$ cat src/rtl/inst_fetch_ctrl.sv
// Fetch sequencer: word-wide memory reads, a 3-halfword realignment buffer, one
// instruction per valid/ready handshake. `define IFETCH_RVC_EN enables 16-bit (RVC) support.
module inst_fetch_ctrl #(
    parameter int                ADDR_W   = 8,
    parameter logic [ADDR_W-1:0] RESET_PC = '0
) (
    input  logic              clk,
    input  logic              rst_n,
    output logic              mem_req,
    output logic [ADDR_W-1:0] mem_addr,
    input  logic              mem_ack,
    input  logic [31:0]       mem_rdata,
    input  logic              redirect_valid,
    input  logic [ADDR_W-1:0] redirect_pc,
    output logic              inst_valid,
    input  logic              inst_ready,
    output logic [31:0]       inst_out,
    output logic [ADDR_W-1:0] inst_pc,
    output logic              inst_compressed
);

    typedef enum logic [1:0] {S_IDLE, S_WAIT, S_DROP} state_t;

    localparam logic [ADDR_W-1:0] START_ADDR = {RESET_PC[ADDR_W-1:2], 2'b00};

`ifdef IFETCH_RVC_EN
    localparam logic [ADDR_W-1:0] START_PC   = {RESET_PC[ADDR_W-1:1], 1'b0};
    localparam logic              START_SKIP = RESET_PC[1];
`else
    localparam logic [ADDR_W-1:0] START_PC   = START_ADDR;
    localparam logic              START_SKIP = 1'b0;
`endif

    state_t            state, state_n;
    logic [2:0][15:0]  hb, hb_n, shifted;
    logic [1:0]        count, count_n, consumed, remain;
    logic [ADDR_W-1:0] fetch_addr, drop_addr;
    logic              skip_low;
    logic              hb0_compressed;
    logic              fire, take;
    logic [ADDR_W-1:0] redir_pc, redir_addr;
    logic              redir_skip;
    logic              unused_pc_bits;

    assign redir_addr = {redirect_pc[ADDR_W-1:2], 2'b00};

`ifdef IFETCH_RVC_EN
    assign hb0_compressed = (hb[0][1:0] != 2'b11);
    assign redir_pc       = {redirect_pc[ADDR_W-1:1], 1'b0};
    assign redir_skip     = redirect_pc[1];
`else
    assign hb0_compressed = 1'b0;
    assign redir_pc       = redir_addr;
    assign redir_skip     = 1'b0;
`endif

    assign unused_pc_bits = &{1'b0, redirect_pc[1:0]};

    assign inst_compressed = (count != 2'd0) && hb0_compressed;
    assign inst_valid      = !redirect_valid &&
                             ((count >= 2'd2) || ((count == 2'd1) && hb0_compressed));
    assign inst_out        = inst_compressed ? {16'h0000, hb[0]} : {hb[1], hb[0]};

    // While dropping, the abandoned request's address stays on the bus until its ack.
    assign mem_req  = (state != S_IDLE);
    assign mem_addr = (state == S_DROP) ? drop_addr : fetch_addr;

    assign fire = inst_valid && inst_ready;
    assign take = (state == S_WAIT) && mem_ack && !redirect_valid;

    // Consume from the head first, then append the returned word behind what remains.
    always_comb begin
        consumed = 2'd0;
        if (fire) begin
            consumed = inst_compressed ? 2'd1 : 2'd2;
        end
        remain  = count - consumed;
        shifted = hb;
        if (consumed == 2'd1) begin
            shifted[0] = hb[1];
            shifted[1] = hb[2];
        end else if (consumed == 2'd2) begin
            shifted[0] = hb[2];
        end
        hb_n    = shifted;
        count_n = remain;
        if (take) begin
            for (int i = 0; i < 3; i++) begin
                if (skip_low) begin
                    if (i == int'(remain)) hb_n[i] = mem_rdata[31:16];
                end else begin
                    if (i == int'(remain))          hb_n[i] = mem_rdata[15:0];
                    else if (i == int'(remain) + 1) hb_n[i] = mem_rdata[31:16];
                end
            end
            count_n = remain + (skip_low ? 2'd1 : 2'd2);
        end
    end

    always_comb begin
        state_n = state;
        case (state)
            S_IDLE: if (!redirect_valid && (count <= 2'd1)) state_n = S_WAIT;
            S_WAIT: begin
                if (redirect_valid)   state_n = mem_ack ? S_IDLE : S_DROP;
                else if (mem_ack)     state_n = (count_n <= 2'd1) ? S_WAIT : S_IDLE;
            end
            S_DROP: if (mem_ack) state_n = S_IDLE;
            default: state_n = S_IDLE;
        endcase
    end

    always_ff @(posedge clk or negedge rst_n) begin
        if (!rst_n) begin
            state      <= S_IDLE;
            hb         <= '0;
            count      <= 2'd0;
            inst_pc    <= START_PC;
            fetch_addr <= START_ADDR;
            drop_addr  <= START_ADDR;
            skip_low   <= START_SKIP;
        end else begin
            state <= state_n;
            if (redirect_valid) begin
                count      <= 2'd0;
                inst_pc    <= redir_pc;
                fetch_addr <= redir_addr;
                skip_low   <= redir_skip;
            end else begin
                hb    <= hb_n;
                count <= count_n;
                if (fire) begin
                    inst_pc <= inst_pc + (inst_compressed ? ADDR_W'(2) : ADDR_W'(4));
                end
                if (take) begin
                    fetch_addr <= fetch_addr + ADDR_W'(4);
                    skip_low   <= 1'b0;
                end
            end
            if ((state == S_WAIT) && redirect_valid && !mem_ack) begin
                drop_addr <= fetch_addr;
            end
        end
    end

endmodule

$ cat config.mk
export PLATFORM = sky130hd
export DESIGN_NAME = inst_fetch_ctrl
export DESIGN_NICKNAME = d
export VERILOG_FILES = /design/src/rtl/inst_fetch_ctrl.sv
export SDC_FILE = /design/constraint.sdc
export NUM_CORES = 1
export LEC_CHECK = 0
export CORE_ASPECT_RATIO = 1.25
export CORE_MARGIN = 1.5
export CORE_UTILIZATION = 45
export DETAILED_ROUTE_END_ITERATION = 12
export PLACE_DENSITY = 0.86
export SLEW_MARGIN = 20
export SYNTH_ARGS = -nofsm -noshare
export SYNTH_HDL_FRONTEND = slang
export SYNTH_SLANG_ARGS = --single-unit
$ cat constraint.sdc
create_clock -name clk -period 3.65 [get_ports clk]
set_input_delay 0.365 -clock clk [delete_from_list [all_inputs] [get_ports clk]]
set_output_delay 0.365 -clock clk [all_outputs]
set_load 0.01 [all_outputs]
# Word level (Yosys, flattened, before mapping)
# Cells that the tools add are included.
word_totals:
  elab_cells: 82
  register_bits: 77
  input_bits: 45
  mem_count: 0
  ram_bits: 0
  latchBits: 0
  romBits: 0
  out_inout_bits: 51
classes:
  n_addsub: 5
  div_mod_pow: 0
  mux: 34
  mul: 0
  order_cmp: 3
  reduce_logical: 18
  n_shift: 0
  bitwise: 1
  eq_ne: 12
op_table:
  columns: ["op", "n"]
  rows:
  - ["$mux W16", 15]
  - ["$mux W8", 5]
  - ["$eq A2 B32 Y1 const A", 1]
  - ["$logic_not A32 Y1", 1]
  - ["$mux W32", 1]
  - ["$mux W2", 9]
  - ["$add A8 B3 Y8 const B", 2]
  - ["$reduce_bool A2 Y1", 4]
  - ["$logic_and A1 B1 Y1", 7]
  - ["$pmux W2 S3", 1]
  - ["$eq A2 B1 Y1 const B", 2]
  - ["$eq A2 B2 Y1 const A", 2]
  - ["$eq A2 B2 Y1 const B", 2]
  - ["$le A2 B1 Y1 const B", 2]
  - ["$logic_not A2 Y1", 2]
  - ["$ne A2 B2 Y1 const B", 2]
  - ["$reduce_and A4 Y1", 1]
  - ["$add A2 B1 Y3 const B", 1]
  - ["$eq A2 B3 Y1 const A", 1]
  - ["$mux W1", 3]
  - ["$ne A3 B3 Y1 const B", 1]
  - ["$reduce_and A3 Y1", 1]
  - ["$add A2 B2 Y2", 1]
  - ["$ge A2 B2 Y1 const B", 1]
  - ["4 further kinds", 5]

# Logic depth before layout (Yosys ltp)
depth:
  word_depth: 12
  depth_mapped: 6

# Worst setup path after synthesis
# OpenSTA, ideal clock, no wires.
synth_timing:
  path_type: "reg2reg"
  from: "reg state[1]"
  to: "reg hb[36] (netlist name)"
  period_less_slack_ns: 1.600
  arrival_time_ns: 1.475
  path_stages_with_launch: 6
  path_slack_ns: 2.050
  path_buffers: 2
  setup_ns: 0.125
  cell_sequence: "dfrtp_1 > nand3b_1 > or3_1 > buf_6 > buf_6 > mux2_4"
synth_via:
  elab_chain_cells: 4
synth_lines:
  columns: ["item", "line", "text"]
  rows:
  - ["start: declaration", "34", "state_t state, state_n;"]
  - ["start signal: assignment", "123", "state <= state_n;"]
  - ["$eq A2 B1 Y1", "69", "assign take = (state == S_WAIT) && mem_ack && !redirect_valid;"]
  - ["$logic_and A1 B1 Y1 (2 in a row)", "69", null]
  - ["$reduce_and A4 Y1 (no line)", null, null]
  - ["end signal: assignment", "130", "hb <= hb_n;"]
  - ["end: declaration", "35", "logic [2:0][15:0] hb, hb_n, shifted;"]
# No other way between the ends.
# A chain may end at the register's enable or synchronous reset.

# Worst setup path in the final report
layout_timing:
  from: "reg state[1]"
  to: "out mem_addr[3]"
layout_via:
  elab_chain_cells: 2
layout_lines:
  columns: ["item", "line", "text"]
  rows:
  - ["$eq A2 B2 Y1", "66", "assign mem_addr = (state == S_DROP) ? drop_addr : fetch_addr;"]
  - ["$mux W8", "66", null]
  - ["end: declaration", "10", "output logic [ADDR_W-1:0] mem_addr,"]
# No other way between the ends.

==> metrics.md <==
| Metric | Value |
|---|---|
| Outcome | finished clean |
| Pre-antenna DRT Iters | 4 |
| Library cells used by synthesis | 31 |
| Flops & latches, synth | 69 |
| Min Tclk post-route | 2.61 ns |
| Peak VDD IR | 0.288 mV |
| CTS H-Tree Depth | 3 |
| Fin util | 58.9% |
| RSZ-0062 raised after global routing | no |
| FMAX | 0.383 GHz |
| Skew final | 0.00891 ns |
| Antenna cells | 0 |
| Commonest non-fill, non-tap cell in the layout | clkdlybuf4s50_1 |
| Die X | 80.9 um |
| Die area | 8110 sq um |
| Synth Cell Area | 3410 sq um |
| Critical path class | reg -> out |
| DRT iter0 DRCs | 131 |
| DRT antenna net count | 0 |
| Slew Limit Fails | 0 |
| Clk pin slew, worst setup/hold paths | 0.08 ns |
| Synth Flop Type | dfrtp_1 |
| Most frequent cells in the layout | clkdlybuf4s50_1 (87), dfrtp_1 (69), mux2_2 (42) |
| Worst-path cell chain | nor2b_1 > mux2_2 > clkdlybuf4s50_1 |
| Starting Density | 46.4% |
| Worst-Margin Slew | 0.865 ns |
| Global-route usage over all layers | 19.2% |
| Clock Latency Late Sink | 0.34 ns |
| WP data required | 3.28 ns |
| Number of buffers added on ports | 88 |
| Share of cells above drive strength 1 | 23.7% |
| EDFF count, synth | 0 |
| Worst hold path class | in -> async |
| Total gr overflow | 0 |
| Largest stage delay, worst path | 0.59 ns |
| Synth Warn # | 0 |
| I/O pin total | 96 |
| Clock Path Buffers | 2 |
| Total Neg Setup Slack | 0 ns |
| Power Density | 592 nW/um^2 |
| Final worst-path cycle share | 71.6% |
| CTS sink cnt | 69 |
| CP startpoint kind | flop |
| Ys async rst share | 100% |
| Post-layout nets | 380 |
| # setup viols final | 0 |
| DP HPWL | 5.03 mm |
| Critical path's slowest cell | nor2b_1 |
| Via count | 2266 |
| Vias in the first global route | 2432 |
| Leakage | 1.90 nW |
| Syn_area_per_cell | 12.3 sq um |
| CTS root buffer | clkbuf_8 |
| Max-cap violations | 0 |
| Worst Path Arrival | 2.25 ns |
| Area of the core | 7360 sq um |
| Placer Congestion | 0.764 |
| Post-CTS sizing | 0 |
| Seq/Total Area, Yosys | 50.6% |
| Post-CTS setup buffers | 0 |
| Num CTS Buffers | 9 |
| CTS tree | built |
| Cells after Synth | 277 |
| CP endpoint kind | output port |
| Final wirelength | 7.21 mm |
| Vias per cell | 5.27 |
| Fin. Hold Viols | 0 |
| Initial antenna violation count | 0 |
| Area Overhead vs Synth | 27.0% |
| Post-CTS Hold Buffers | 0 |
| Largest net degree at the start of global routing | 42 |
| Cell Rows | 35 |
| Residual DRC | 0 |
| Routed length per instance | 16.8 um |
| DIE HEIGHT | 100 um |
| First-pass GRT wire length | 11.8 mm |
| Max-slew headroom | 42.4% |
| Worst-path fanout max | 7 |
==> final timing paths <==
kind	from	end	slack, ns	cells after the start
setup / recovery	state[1]$_DFFE_PN0P_	mem_addr[3]	1.04	3
hold / removal	rst_n	inst_out[28]$_DFFE_PN0P_	0.03	1
setup reg to reg	state[1]$_DFFE_PN0P_	hb[45]$_DFFE_PN0P_	1.52	4
hold reg to reg	inst_out[5]$_DFFE_PN0N_	inst_out[5]$_DFFE_PN0N_	0.49	1
max in group asynchronous	rst_n	inst_out[20]$_DFFE_PN0P_	2.65	2
min in group clk	inst_out[5]$_DFFE_PN0N_	inst_out[5]$_DFFE_PN0N_	0.49	1
==> flip-flops by register name, indices dropped and copies added (netlist names) <==
register    count
inst_out       32
hb             16
drop_addr       6
fetch_addr      6
inst_pc         6
state           2
count           1
==> report_power, final <==
group / switching, mW / leakage (nW) / internal, mW
Combinational: 0.277 / 0.921 / 0.492
Clock: 0.288 / 0.116 / 0.423
Sequential: 0.118 / 0.862 / 0.966
Total: 0.682 / 1.90 / 1.88
==> cell type report <==
class                   count  area, sq um
repair buffers             95          928
multi-input cells         157         1330
fillers                   623         3020
flip-flops and latches     69         1730
clock buffers              11          151
well taps                  92          115
clock inverters             5         81.3
inverters                   1         3.75
==> cells in the mapped netlist, types with 2 or more instances <==
cell       number  area share [%]
nand4_1         5            0.92
nor2_1          6            0.66
buf_6           2            0.66
xnor2_1        11             2.8
nand2_1         6            0.66
clkbuf_1        8            0.88
dfrtp_1        69              51
buf_2           4            0.59
and3_1         18             3.3
buf_4          39             8.6
a31oi_1        17             3.1
mux2_2         42              14
a21oi_1         5            0.73
o2bb2ai_1      16             4.1
nor2b_1         3            0.55
ha_1            2            0.73
mux2_4         10             4.4
==> worst max-delay path, delay by kind of cell, from the launching register on <==
kind | cells | cell delay (ns)
buf+inv | 1 | 0.48
mux | 1 | 0.41
flops | 1 | 0.43
simple gates | 1 | 0.59
==> metrics by stage <==
stage / hold slack [ns] / std cells / power, mW / setup WS (ns) / cell area [sq um]
6_report: 0.0323 / 430 / 2.56 / 1.04 / 4330
5_1_grt: 0.0890 / 430 / 2.70 / 0.906 / 4330
4_1_cts: 0.0399 / 430 / 2.59 / 0.937 / 4330
3_5_place_dp: 0.414 / 414 / 1.87 / 1.10 / 4100
3_3_place_gp: 0.407 / 414 / 1.84 / 1.12 / 4100
2_1_floorplan: 0.0694 / 281 / 1.62 / 2.05 / 3430
==> per-layer routing <==
| metal | global-route usage [%] | vias up | wire, um |
|---|---|---|---|
| li1 | - | 1054 | - |
| met1 | 23.4 | 1118 | 3050 |
| met2 | 32.2 | 79 | 3620 |
| met3 | 2.82 | 15 | 360 |
| met4 | 10.5 | 0 | 180 |
| met5 | 0 | - | 0 |
==> cells by family (layout without fill, tap and decap cells) <==
logic type                 after synthesis  after routing  share of synthesized area, %
DFF                                     69             69                          50.6
buffers and inverters                   55            112                          10.9
muxes                                   53             53                          18.6
and+or+nand+nor                         47             47                          8.11
AOI/OAI and AO/OA                       39             39                          8.11
xor gates and xnor gates                11             11                          2.82
adders and majority gates                2              2                         0.734
other                                    1              5                         0.110
Power figures use the tool's default switching activity.
